===== src/rtl/ram_port_arbiter_if.sv =====
// Bus bundle between the two RAM masters, the arbiter and the RAM macro.
// The slave modport is the arbiter's view; the master modport is the view of
// whatever drives the requests and models the RAM.
interface ram_port_arbiter_if #(
    parameter int WIDTH = 32,
    parameter int AW    = 8
);
    logic             req0;
    logic             we0;
    logic [AW-1:0]    addr0;
    logic [WIDTH-1:0] wdata0;
    logic [WIDTH-1:0] rdata0;
    logic             ack0;

    logic             req1;
    logic             we1;
    logic [AW-1:0]    addr1;
    logic [WIDTH-1:0] wdata1;
    logic [WIDTH-1:0] rdata1;
    logic             ack1;

    logic [AW-1:0]    mem_addr;
    logic [WIDTH-1:0] mem_wdata;
    logic             mem_we;
    logic [WIDTH-1:0] mem_rdata;

    logic             busy;
    logic             grant;

    modport slave (
        input  req0, we0, addr0, wdata0,
        input  req1, we1, addr1, wdata1,
        input  mem_rdata,
        output rdata0, ack0, rdata1, ack1,
        output mem_addr, mem_wdata, mem_we,
        output busy, grant
    );

    modport master (
        output req0, we0, addr0, wdata0,
        output req1, we1, addr1, wdata1,
        output mem_rdata,
        input  rdata0, ack0, rdata1, ack1,
        input  mem_addr, mem_wdata, mem_we,
        input  busy, grant
    );
endinterface


===== src/rtl/ram_port_arbiter.sv =====
// Round-robin arbiter sharing one synchronous single-port RAM between the
// core data port (master 0) and a DMA/peripheral master (master 1).
// Each transaction runs IDLE -> ACCESS -> ACK -> IDLE with registered outputs.
// A read keeps the address on the RAM for READ_LAT+2 cycles: READ_LAT cycles
// of RAM latency plus the cycle in which the RAM samples the registered address
// and one settle cycle, so mem_rdata is captured well after it became stable.
module ram_port_arbiter #(
    parameter int WIDTH    = 32,
    parameter int AW       = 8,
    parameter int READ_LAT = 1
) (
    input  logic               clk,
    input  logic               rst,
    ram_port_arbiter_if.slave  bus
);
    localparam logic [2:0] LAST_CNT = 3'(READ_LAT + 1);

    typedef enum logic [1:0] {
        IDLE   = 2'b00,
        ACCESS = 2'b01,
        ACK    = 2'b10
    } state_t;

    state_t           state;
    logic             grant_r;
    logic             op_we_r;
    logic [2:0]       lat_cnt_r;
    logic             ack0_r;
    logic             ack1_r;
    logic [WIDTH-1:0] rdata0_r;
    logic [WIDTH-1:0] rdata1_r;
    logic [AW-1:0]    mem_addr_r;
    logic [WIDTH-1:0] mem_wdata_r;
    logic             mem_we_r;
    logic             busy_r;

    logic             winner_s;
    logic             any_req_s;

    // Next winner: the lone requester, or on a tie the master that did not win last.
    always_comb begin
        any_req_s = bus.req0 | bus.req1;
        if (bus.req0 && bus.req1) begin
            winner_s = ~grant_r;
        end else if (bus.req1) begin
            winner_s = 1'b1;
        end else begin
            winner_s = 1'b0;
        end
    end

    // Transaction sequencer: arbitration, RAM strobes, read capture and ack pulse.
    always_ff @(posedge clk or posedge rst) begin
        if (rst) begin
            state       <= IDLE;
            grant_r     <= 1'b1;
            op_we_r     <= 1'b0;
            lat_cnt_r   <= 3'd0;
            ack0_r      <= 1'b0;
            ack1_r      <= 1'b0;
            rdata0_r    <= '0;
            rdata1_r    <= '0;
            mem_addr_r  <= '0;
            mem_wdata_r <= '0;
            mem_we_r    <= 1'b0;
            busy_r      <= 1'b0;
        end else begin
            case (state)
                IDLE: begin
                    ack0_r <= 1'b0;
                    ack1_r <= 1'b0;
                    if (any_req_s) begin
                        state     <= ACCESS;
                        busy_r    <= 1'b1;
                        grant_r   <= winner_s;
                        lat_cnt_r <= 3'd0;
                        if (winner_s) begin
                            op_we_r     <= bus.we1;
                            mem_we_r    <= bus.we1;
                            mem_addr_r  <= bus.addr1;
                            mem_wdata_r <= bus.wdata1;
                        end else begin
                            op_we_r     <= bus.we0;
                            mem_we_r    <= bus.we0;
                            mem_addr_r  <= bus.addr0;
                            mem_wdata_r <= bus.wdata0;
                        end
                    end else begin
                        // Address and data are left as they were: no glitch to 0.
                        state    <= IDLE;
                        busy_r   <= 1'b0;
                        mem_we_r <= 1'b0;
                    end
                end
                ACCESS: begin
                    if (op_we_r) begin
                        // Write strobe was high for exactly this one cycle.
                        mem_we_r <= 1'b0;
                        state    <= ACK;
                        ack0_r   <= ~grant_r;
                        ack1_r   <= grant_r;
                    end else if (lat_cnt_r == LAST_CNT) begin
                        state  <= ACK;
                        ack0_r <= ~grant_r;
                        ack1_r <= grant_r;
                        if (grant_r) begin
                            rdata1_r <= bus.mem_rdata;
                        end else begin
                            rdata0_r <= bus.mem_rdata;
                        end
                    end else begin
                        lat_cnt_r <= lat_cnt_r + 3'd1;
                    end
                end
                ACK: begin
                    ack0_r <= 1'b0;
                    ack1_r <= 1'b0;
                    busy_r <= 1'b0;
                    state  <= IDLE;
                end
                default: begin
                    ack0_r   <= 1'b0;
                    ack1_r   <= 1'b0;
                    busy_r   <= 1'b0;
                    mem_we_r <= 1'b0;
                    state    <= IDLE;
                end
            endcase
        end
    end

    assign bus.ack0      = ack0_r;
    assign bus.ack1      = ack1_r;
    assign bus.rdata0    = rdata0_r;
    assign bus.rdata1    = rdata1_r;
    assign bus.mem_addr  = mem_addr_r;
    assign bus.mem_wdata = mem_wdata_r;
    assign bus.mem_we    = mem_we_r;
    assign bus.busy      = busy_r;
    assign bus.grant     = grant_r;
endmodule

===== src/flat_wrapper.sv =====
// flat-port wrapper written by rule: the top's interface ports become plain ports
module ram_port_arbiter_flat 
#(
    parameter int WIDTH    = 32,
    parameter int AW       = 8,
    parameter int READ_LAT = 1
)
  (clk, rst, bus_req0, bus_we0, bus_addr0, bus_wdata0, bus_req1, bus_we1, bus_addr1, bus_wdata1, bus_mem_rdata, bus_rdata0, bus_ack0, bus_rdata1, bus_ack1, bus_mem_addr, bus_mem_wdata, bus_mem_we, bus_busy, bus_grant);
  ram_port_arbiter_if #(.WIDTH(WIDTH), .AW(AW)) bus_i ();
  input  logic clk;
  input  logic rst;
  input wire logic [$bits(bus_i.req0)-1:0] bus_req0;
  input wire logic [$bits(bus_i.we0)-1:0] bus_we0;
  input wire logic [$bits(bus_i.addr0)-1:0] bus_addr0;
  input wire logic [$bits(bus_i.wdata0)-1:0] bus_wdata0;
  input wire logic [$bits(bus_i.req1)-1:0] bus_req1;
  input wire logic [$bits(bus_i.we1)-1:0] bus_we1;
  input wire logic [$bits(bus_i.addr1)-1:0] bus_addr1;
  input wire logic [$bits(bus_i.wdata1)-1:0] bus_wdata1;
  input wire logic [$bits(bus_i.mem_rdata)-1:0] bus_mem_rdata;
  output wire logic [$bits(bus_i.rdata0)-1:0] bus_rdata0;
  output wire logic [$bits(bus_i.ack0)-1:0] bus_ack0;
  output wire logic [$bits(bus_i.rdata1)-1:0] bus_rdata1;
  output wire logic [$bits(bus_i.ack1)-1:0] bus_ack1;
  output wire logic [$bits(bus_i.mem_addr)-1:0] bus_mem_addr;
  output wire logic [$bits(bus_i.mem_wdata)-1:0] bus_mem_wdata;
  output wire logic [$bits(bus_i.mem_we)-1:0] bus_mem_we;
  output wire logic [$bits(bus_i.busy)-1:0] bus_busy;
  output wire logic [$bits(bus_i.grant)-1:0] bus_grant;
  assign bus_i.req0 = bus_req0;
  assign bus_i.we0 = bus_we0;
  assign bus_i.addr0 = bus_addr0;
  assign bus_i.wdata0 = bus_wdata0;
  assign bus_i.req1 = bus_req1;
  assign bus_i.we1 = bus_we1;
  assign bus_i.addr1 = bus_addr1;
  assign bus_i.wdata1 = bus_wdata1;
  assign bus_i.mem_rdata = bus_mem_rdata;
  assign bus_rdata0 = bus_i.rdata0;
  assign bus_ack0 = bus_i.ack0;
  assign bus_rdata1 = bus_i.rdata1;
  assign bus_ack1 = bus_i.ack1;
  assign bus_mem_addr = bus_i.mem_addr;
  assign bus_mem_wdata = bus_i.mem_wdata;
  assign bus_mem_we = bus_i.mem_we;
  assign bus_busy = bus_i.busy;
  assign bus_grant = bus_i.grant;
  ram_port_arbiter #(.WIDTH(WIDTH), .AW(AW), .READ_LAT(READ_LAT)) u_core (.clk(clk), .rst(rst), .bus(bus_i));
endmodule

===== config.mk =====
export PLATFORM = sky130hd
export DESIGN_NAME = ram_port_arbiter_flat
export DESIGN_NICKNAME = d
export VERILOG_FILES = /design/src/rtl/ram_port_arbiter_if.sv /design/src/rtl/ram_port_arbiter.sv /design/src/flat_wrapper.sv
export SDC_FILE = /design/constraint.sdc
export NUM_CORES = 1
export LEC_CHECK = 0
export CAP_MARGIN = 10
export CELL_PAD_IN_SITES_DETAIL_PLACEMENT = 1
export CELL_PAD_IN_SITES_GLOBAL_PLACEMENT = 1
export CORE_ASPECT_RATIO = 0.7
export CORE_MARGIN = 8
export CORE_UTILIZATION = 32
export DETAILED_ROUTE_END_ITERATION = 7
export PLACE_DENSITY = 0.88
export SLEW_MARGIN = 20
export SYNTH_ARGS = -nofsm -noshare
export SYNTH_HDL_FRONTEND = slang
export SYNTH_SLANG_ARGS = --single-unit

===== constraint.sdc =====
create_clock -name clk -period 4.4 [get_ports clk]
set_input_delay 0.88 -clock clk [delete_from_list [all_inputs] [get_ports clk]]
set_output_delay 0.88 -clock clk [all_outputs]
set_load 0.01 [all_outputs]

==> flow_summary.json <==
{
  "synthFlopType": "dfrtp_1",
  "place_area_um2": 7366,
  "antenna_found_initial": 0,
  "antenna_cells": 0,
  "initial_utilization_pct": 32.36,
  "synth_cell_types": 33,
  "hold_path_class": "reg2reg",
  "areaGrowthSynthToFinish_pct": 61.99,
  "ff2ff_setup_slack_ns": 2.19,
  "critical_path_class": "in2reg",
  "place_congestion": 0.7510,
  "hold_start": "u_core.bus.busy",
  "outcome": "complete, no violations",
  "cts_hold_buf": 0,
  "crit_path_start_kind": "input pin",
  "clkLatencyLatePin_ns": 0.41,
  "finalSetupViolCount": 0,
  "postCtsSetupRepairBufs": 0,
  "crit_path_end_kind": "flop",
  "cp-startpoint": "bus_req0",
  "worst-path-max-fanout": 25,
  "final_layout_size_suffix_gt1_share_pct": 17.28,
  "avgRoutedWirePerCell_um": 20.60,
  "fin_nets": 709,
  "grt_pass1_wl_mm": 25.70,
  "p_leak_nw": 3.480,
  "max_freq_ghz": 0.3750,
  "required_ns": 4.67,
  "dieWidth_um": 164.7,
  "final_util_pct": 52.43,
  "htreeDepth": 4,
  "cts_buffers": 17,
  "relSlewSlack_pct": 46.35,
  "rsz0062_at_grt": "no",
  "synthCells": 364,
  "arrival_ns": 2.94,
  "fin_crit_ns": 2.667,
  "cts_buffer_depth": 2,
  "setup_tns_ns": 0,
  "yosysWarnings": 0,
  "finalInstanceArea_um2": 8026,
  "die_y_um": 120.1,
  "ys_async_sr_fraction_pct": 100.0,
  "grt_max_degree": 63,
  "power_density_nw_per_um2": 721.6,
  "num_rows": 38,
  "synthTopCellsByArea": "dfrtp_1, mux2_4, mux2i_1, o21ai_0, mux2_2",
  "via_per_inst": 4.869,
  "yosysSeqAreaShare_pct": 58.11,
  "io_pins": 227,
  "yosysTopAreaCell": "dfrtp_1",
  "first_iter_violations": 112,
  "ctsResizeCount": 0,
  "worstMarginPinSlew_ns": 0.8047,
  "cts.sinks": 115,
  "totalWireLength_mm": 16.52,
  "vias": 3905,
  "io_buffers": 226,
  "synth_top_area_share_pct": 57.58,
  "clockRootBuffer": "clkbuf_16",
  "synth_area_um2": 4955,
  "grt_pass1_vias": 4523,
  "synth.avg_cell_area_um2": 13.61,
  "drtAntennaViolNets": 0,
  "vdd_drop_max_uv": 233.0,
  "core_um2": 15310,
  "ys_seq_elements": 115,
  "cap_violations": 0,
  "clk_pin_slew_ns": 0.06,
  "drv_slew": 0,
  "drt_first_pass_iters": 4,
  "synth.most_common_cell": "dfrtp_1",
  "syn_nets": 484,
  "drc": 0,
  "gr-total-overflow": 0,
  "synth_commonest_cells": "dfrtp_1, o21ai_0, mux2i_1",
  "r2r-start": "u_core.bus.grant",
  "dieArea_um2": 19790,
  "dp_hpwl_mm": 12.36,
  "synth_edf_count": 0,
  "post-route-period-util_pct": 60.61,
  "finalHoldViolations": 0,
  "cts_tree": "built",
  "skew_ns": 0.008501,
  "grt_use_total_pct": 16.78
}
==> final cells by class <==
type / count / area, µm²
Sequential cell: 115 / 2879
Timing Repair Buffer: 231 / 2312
Fill cell: 1555 / 7283
Inverter: 3 / 13.76
Clock inverter: 12 / 203.9
Tap cell: 200 / 250.2
Multi-Input combinational cell: 221 / 1911
Clock buffer: 20 / 456.7
==> sequential cells by signal (all words and copies together), names as in the netlist <==
name                  flops
u_core.bus.ack0           1
u_core.bus.ack1           1
u_core.bus.busy           1
u_core.bus.grant          1
u_core.bus.mem_addr       8
u_core.bus.mem_wdata     32
u_core.bus.mem_we         1
u_core.bus.rdata0        32
u_core.bus.rdata1        32
u_core.lat_cnt_r          3
u_core.op_we_r            1
u_core.state              2
==> per-layer routing <==
layer	track usage, %	wire, µm	up-vias
li1	-	-	1770
met1	19.13	6664	1982
met2	28.65	8270	137
met3	6.466	1374	16
met4	5.163	209	0
met5	0	0	-
==> cell usage in the layout, fill, tap and decap left out, types with 3 or more instances in the layout <==
cell type,count
bufinv_16,5
a21oi_1,3
mux2i_1,44
mux2_1,6
mux2_4,30
o21ai_1,5
o21ai_0,81
clkbuf_16,17
clkinvlp_4,3
buf_4,4
clkinv_4,3
mux2_2,28
dfrtp_1,114
clkdlybuf4s50_1,226
==> cells by family after synthesis <==
family	Yosys count	synth area share, %
buffers and inverters	28	3.460
muxes	108	25.71
and+or+nand+nor	16	2.298
AOI/OAI and AO/OA	95	9.924
DFF	115	58.11
adders and majority gates	2	0.5050
==> path summary, 6_finish.rpt <==
| check | to | cells past startpoint |
|---|---|---|
| max in group asynchronous | u_core.bus.grant | 3 |
| max | u_core.bus.mem_wdata[6] | 5 |
| max reg2reg | u_core.bus.mem_wdata[6] | 4 |
| min | u_core.bus.busy | 2 |
| min reg2reg | u_core.bus.busy | 2 |
| min in group asynchronous | u_core.bus.rdata1[9] | 2 |
==> worst max-delay path, cell delays in order <==
cell             delay [ns]
clkdlybuf4s50_1        0.57
a21bo_2                0.69
buf_4                  0.44
mux2i_1                0.25
o21ai_0                0.10
==> power by group <==
part           total, W  internal [W]  switching (W)  leakage (nW)
logic           0.00236       0.00137       0.000990          1.75
clock network   0.00154       0.00104       0.000502         0.312
registers       0.00189       0.00157       0.000315          1.42
==> per-stage QoR <==
stage,instances,hold WS (ns),total power [W],worst slack (ns)
final,802,0.4833,0.005792,1.733
after global routing,802,0.5197,0.006135,1.606
after CTS,802,0.4933,0.005883,1.760
after detailed placement,770,0.4842,0.004303,1.310
after global placement,770,0.4659,0.004167,1.444
after floorplan,364,0.4780,0.002882,0.4776
(Power assumes the default switching activity.)
